--- src/rtl/cpu_types_pkg.sv ---
// Shared CPU pipeline types: datapath widths, writeback FSM states and load sizes.
package cpu_types_pkg;

    typedef logic [31:0] word_t;
    typedef logic [4:0]  regbits_t;

    typedef enum logic [1:0] {
        IDLE     = 2'd0,
        WAIT_MEM = 2'd1,
        COMMIT   = 2'd2
    } wb_state_t;

    typedef enum logic [1:0] {
        LD_BYTE = 2'd0,
        LD_HALF = 2'd1,
        LD_WORD = 2'd2
    } ld_size_t;

endpackage

--- src/rtl/load_align.sv ---
// Extracts the addressed byte/half/word lane from a little-endian memory word and extends it.
module load_align
    import cpu_types_pkg::*;
(
    input  word_t      word_i,
    input  logic [1:0] addr_lo_i,
    input  logic [1:0] size_i,
    input  logic       signed_i,
    output word_t      data_o
);

    logic [7:0]  byte_lane;
    logic [15:0] half_lane;

    assign byte_lane = word_i[{addr_lo_i, 3'b000} +: 8];
    // Half loads ignore addr_lo_i[0]; only the upper/lower half is selectable.
    assign half_lane = word_i[{addr_lo_i[1], 4'b0000} +: 16];

    always_comb begin
        data_o = word_i;
        case (size_i)
            LD_BYTE: data_o = {{24{signed_i & byte_lane[7]}}, byte_lane};
            LD_HALF: data_o = {{16{signed_i & half_lane[15]}}, half_lane};
            default: data_o = word_i;
        endcase
    end

endmodule

--- src/rtl/wb_stage.sv ---
// Writeback stage: commits ALU results in one cycle, holds loads until dhit, drives the RF port.
module wb_stage
    import cpu_types_pkg::*;
(
    input  logic       clk,
    input  logic       nRst,
    input  logic       in_valid,
    output logic       in_ready,
    input  logic       in_wen,
    input  regbits_t   in_wsel,
    input  word_t      in_res,
    input  logic       in_is_load,
    input  logic [1:0] in_ld_size,
    input  logic       in_ld_signed,
    input  logic [1:0] in_addr_lo,
    input  logic       dhit,
    input  word_t      dload,
    input  logic       flush,
    output logic       wen,
    output regbits_t   wsel,
    output word_t      wdat,
    output logic       pend_valid,
    output regbits_t   pend_wsel
);

    wb_state_t  state_q, state_d;
    regbits_t   wsel_q, wsel_d;
    word_t      wdat_q, wdat_d;
    logic       wen_q, wen_d;
    logic       pend_valid_q, pend_valid_d;
    logic       qual_q, qual_d;
    logic [1:0] size_q, size_d;
    logic       signed_q, signed_d;
    logic [1:0] addr_lo_q, addr_lo_d;
    logic       transfer;
    word_t      aligned;

    load_align u_load_align (
        .word_i    (dload),
        .addr_lo_i (addr_lo_q),
        .size_i    (size_q),
        .signed_i  (signed_q),
        .data_o    (aligned)
    );

    assign in_ready = (state_q != WAIT_MEM);
    assign transfer = in_valid && in_ready;

    always_comb begin
        state_d   = state_q;
        wsel_d    = wsel_q;
        wdat_d    = wdat_q;
        wen_d     = 1'b0;
        qual_d    = qual_q;
        size_d    = size_q;
        signed_d  = signed_q;
        addr_lo_d = addr_lo_q;
        case (state_q)
            IDLE, COMMIT: begin
                state_d = IDLE;
                if (transfer) begin
                    wsel_d = in_wsel;
                    // Writes to x0 still flow through COMMIT but never assert wen.
                    qual_d = in_wen && (in_wsel != '0);
                    if (in_is_load) begin
                        state_d   = WAIT_MEM;
                        size_d    = in_ld_size;
                        signed_d  = in_ld_signed;
                        addr_lo_d = in_addr_lo;
                    end else begin
                        state_d = COMMIT;
                        wdat_d  = in_res;
                        wen_d   = qual_d;
                    end
                end
            end
            WAIT_MEM: begin
                if (flush) begin
                    state_d = IDLE;
                end else if (dhit) begin
                    state_d = COMMIT;
                    wdat_d  = aligned;
                    wen_d   = qual_q;
                end
            end
            default: state_d = IDLE;
        endcase
        pend_valid_d = (state_d == WAIT_MEM) || ((state_d == COMMIT) && wen_d);
    end

    always_ff @(posedge clk or negedge nRst) begin
        if (!nRst) begin
            state_q      <= IDLE;
            wsel_q       <= '0;
            wdat_q       <= '0;
            wen_q        <= 1'b0;
            pend_valid_q <= 1'b0;
            qual_q       <= 1'b0;
            size_q       <= '0;
            signed_q     <= 1'b0;
            addr_lo_q    <= '0;
        end else begin
            state_q      <= state_d;
            wsel_q       <= wsel_d;
            wdat_q       <= wdat_d;
            wen_q        <= wen_d;
            pend_valid_q <= pend_valid_d;
            qual_q       <= qual_d;
            size_q       <= size_d;
            signed_q     <= signed_d;
            addr_lo_q    <= addr_lo_d;
        end
    end

    assign wen        = wen_q;
    assign wsel       = wsel_q;
    assign wdat       = wdat_q;
    assign pend_valid = pend_valid_q;
    assign pend_wsel  = wsel_q;

endmodule

--- config.mk ---
export PLATFORM = sky130hd
export DESIGN_NAME = wb_stage
export DESIGN_NICKNAME = d
export VERILOG_FILES = /design/src/rtl/cpu_types_pkg.sv /design/src/rtl/load_align.sv /design/src/rtl/wb_stage.sv
export SDC_FILE = /design/constraint.sdc
export NUM_CORES = 1
export LEC_CHECK = 0
export CAP_MARGIN = 15
export CELL_PAD_IN_SITES_DETAIL_PLACEMENT = 0
export CELL_PAD_IN_SITES_GLOBAL_PLACEMENT = 1
export CORE_MARGIN = 2
export CORE_UTILIZATION = 31
export DETAILED_ROUTE_END_ITERATION = 10
export GPL_TIMING_DRIVEN = 0
export PLACE_DENSITY_LB_ADDON = 0.1
export SLEW_MARGIN = 20
export SYNTH_ARGS = -nofsm -noshare
export SYNTH_HDL_FRONTEND = slang
export SYNTH_SLANG_ARGS = --single-unit
export TNS_END_PERCENT = 50
--- constraint.sdc ---
create_clock -name clk -period 2.1 [get_ports clk]
set_input_delay 0.42 -clock clk [delete_from_list [all_inputs] [get_ports clk]]
set_output_delay 0.42 -clock clk [all_outputs]
set_load 0.005 [all_outputs]
==> metrics.yaml <==
synth_commonest_cells: "dfrtp_1 (47), nand2_1 (35), nor2_1 (21)"
ys_seq_area_frac: 0.4152
path_cells: "clkdlybuf4s50_1, nand4bb_1, o21a_1, buf_4, inv_4, and3_4, buf_6, a221oi_1"
finClkSkew_ps: 9.683
slew_headroom: 0.5796
layout_setup_ws_ps: 102.6
finalCriticalPeriod_ps: 1997
overflow: 0
power_switching_share: 0.3168
hpwl_um: 7300
dr.max_layer_used: "met4"
synth_nets: 379
p_seq_frac: 0.389
drive_gt1_frac: 0.1601
required_ps: 2290
filler_cell_count: 846
die_h_um: 99.59
htreeDepth: 2
core_area_um2: 8806
synthArstFlopShare: 1.000
r2r_cells: 6
grt_max_degree: 48
synthAdderAreaFrac: 0
hold_violations: 0
fmax_mhz: 500.6
max_cap_viol_count: 0
area_growth_pct: 53.36
cts_num_sinks: 47
tightest_slew_ps: 630.7
initial_utilization: 0.3217
max-vdd-ir-drop_uv: 313.0
syn_area_um2: 2833
synth.avg_cell_area_um2: 9.506
dp.cells: 531
wl_met1_um: 4570
pre_cts_slack_ps: -327.9
grt_pass1_wl_um: 14990
grt_setup_unrepaired: "no"
layout.cells.non_filler: 539
synth_area_leaders: "dfrtp_1 (42%), mux2_2 (6.8%), mux2i_1 (6.4%)"
comb_power_share: 0.429
cts-root-buf: "clkbuf_8"
drv_slew: 0
cts_tree: "yes"
ant_nets: 0
ys_warn_count: 0
worstHoldPathType: "in -> async"
wl_per_cell_um: 17.85
synth_compound_area_frac: 0.1860
cts.clk_slew.worst_paths_ps: 90
criticalPathCategory: "in -> reg"
clkLatencyLatePin_ps: 300
cpPeakStageDelay_ps: 510
synth-seq-cells: 47
rrSetupSlack_ps: 220
die-area_um2: 9918
cp.arrival_ps: 2190
routed_wl_um: 9621
critPathMaxFanout: 9
r2r_end: "wdat[23]"
slowest_stage: "clkdlybuf4s50_1"
diodes: 0
power_switching_mw: 0.9968
holdWs_ps: 128.0
grt_usage: 0.1946
drt-initial-drc-count: 94
synth-xor-area-share: 0
fin_nets: 512
viasPerCell: 5.091
synth_most_common_cell: "dfrtp_1"
synth_top_family_by_area: "simple AND/OR/NAND/NOR gates"
clkPwrFrac: 0.182
synth_top_area_share: 0.4152
status: "finished, final reports clean"
p_per_area_nw_per_um2: 724.3
cellLeakagePower_nw: 1.756
antenna_found_initial: 0
row_count: 34
start_kind: "input port"
gp_congestion: 0.8933
rr_startpoint: "size_q[1]"
port_buffers: 125
final.period_utilization: 0.9512
dr_wl_met3_um: 626
die_w_um: 99.59
pin_count: 126
first_global_vias: 2717
drc: 0
via_count: 2744
first_pass_iters: 4
tns_ps: 0
synthFlopType: "dfrtp_1"
endpoint_kind: "flop"
cts_buffers: 5
syn_inst: 298
clock_path_buffers: 2
synth_top_cell_by_area: "dfrtp_1"
setup_violations: 0
dr_wl_met2_um: 4311
synthMuxAreaShare: 0.1312
ys_types: 42
synthSimpleGateAreaFrac: 0.1992
synth_edf_count: 0
p_int_mw: 2.150
-- cells by family after synthesis --
| logic type | count (synthesis) |
|---|---|
| mux | 35 |
| buf+inv | 32 |
| flops | 47 |
| simple gates | 110 |
| compound gates | 74 |
-- cell usage in the layout (no fill, tap or decap), types with 2 or more instances in the layout --
cell type and instances:
a211oi_1 16, a21oi_1 15, a221oi_1 5, a221oi_2 2
and2_1 7, buf_2 8, buf_4 11, buf_6 4
clkbuf_1 2, clkbuf_2 4, clkbuf_8 6, clkdlybuf4s50_1 123
dfrtp_1 47, mux2_2 17, mux2i_1 18, nand2_1 35
nand2b_1 8, nor2_1 21, nor2b_1 11, nor3_1 16
nor3b_1 2, o21ai_0 19, o221a_2 7, o31ai_1 2
or2_2 2
-- power groups by stage --
stage                     Sequential [mW]  Clock (mW)  Combinational [mW]
after floorplan                      1.25           0               0.587
after global placement               1.24           0                1.33
after detailed placement             1.25           0                1.34
after CTS                            1.23       0.601                1.35
after global routing                 1.26       0.629                1.47
final                                1.22       0.571                1.35
-- worst max-delay path by stage --
stage,start,end,slack (ps)
final,flush,wdat[9],100
after global routing,flush,wdat[14],3
after CTS,size_q[1],wdat[31],9
after detailed placement,in_valid,wdat[14],-330
after global placement,nRst,wdat[26],-930
after floorplan,state_q[0],wdat[10],410
-- repair_timing --
item | 4_1_cts | 5_1_grt
resized for setup | 5 | 6
hold buffers | 0 | 0
setup endpoints to repair | 3 | 17
pin swaps | 1 | 1
buffers inserted | 1 | 1
-- cell type report --
cell class / count / area, um^2 / area share
multi-input cells: 219 / 1471 / 0.3387
well taps: 108 / 135.1 / 0.03111
flip-flops and latches: 47 / 1176 / 0.2707
inverters: 3 / 27.53 / 0.006336
clock buffers: 6 / 82.58 / 0.01901
repair buffers: 127 / 1262 / 0.2906
plain buffers: 28 / 183.9 / 0.04234
clock inverters: 1 / 5.005 / 0.001152
-- critical path: cells and delay by family --
kind / cells / cell delay (ps)
AOI/OAI and AO/OA: 2 / 440
buffers and inverters: 4 / 920
and+or+nand+nor: 2 / 410
-- flip-flops by register name, indices dropped and copies added, names as in the netlist --
signal,flops
addr_lo_q,2
pend_valid,1
pend_wsel,5
qual_q,1
signed_q,1
size_q,2
state_q,2
wdat,32
wen,1
-- metal layers --
metal  global-route usage  up-vias
met2               0.2963      100
met3              0.03654       11
li1                     -     1334
met1               0.2839     1299
met4              0.04953        0
met5                    0        -
-- stage by stage --
stage	cell area, um^2	utilization	power [mW]
2_1_floorplan	2833	-	1.833
3_3_place_gp	4219	0.4791	2.576
3_5_place_dp	4217	0.4788	2.586
4_1_cts	4323	0.4909	3.183
5_1_grt	4344	0.4933	3.355
6_report	4344	0.4933	3.146
(Power assumes the default switching activity.)
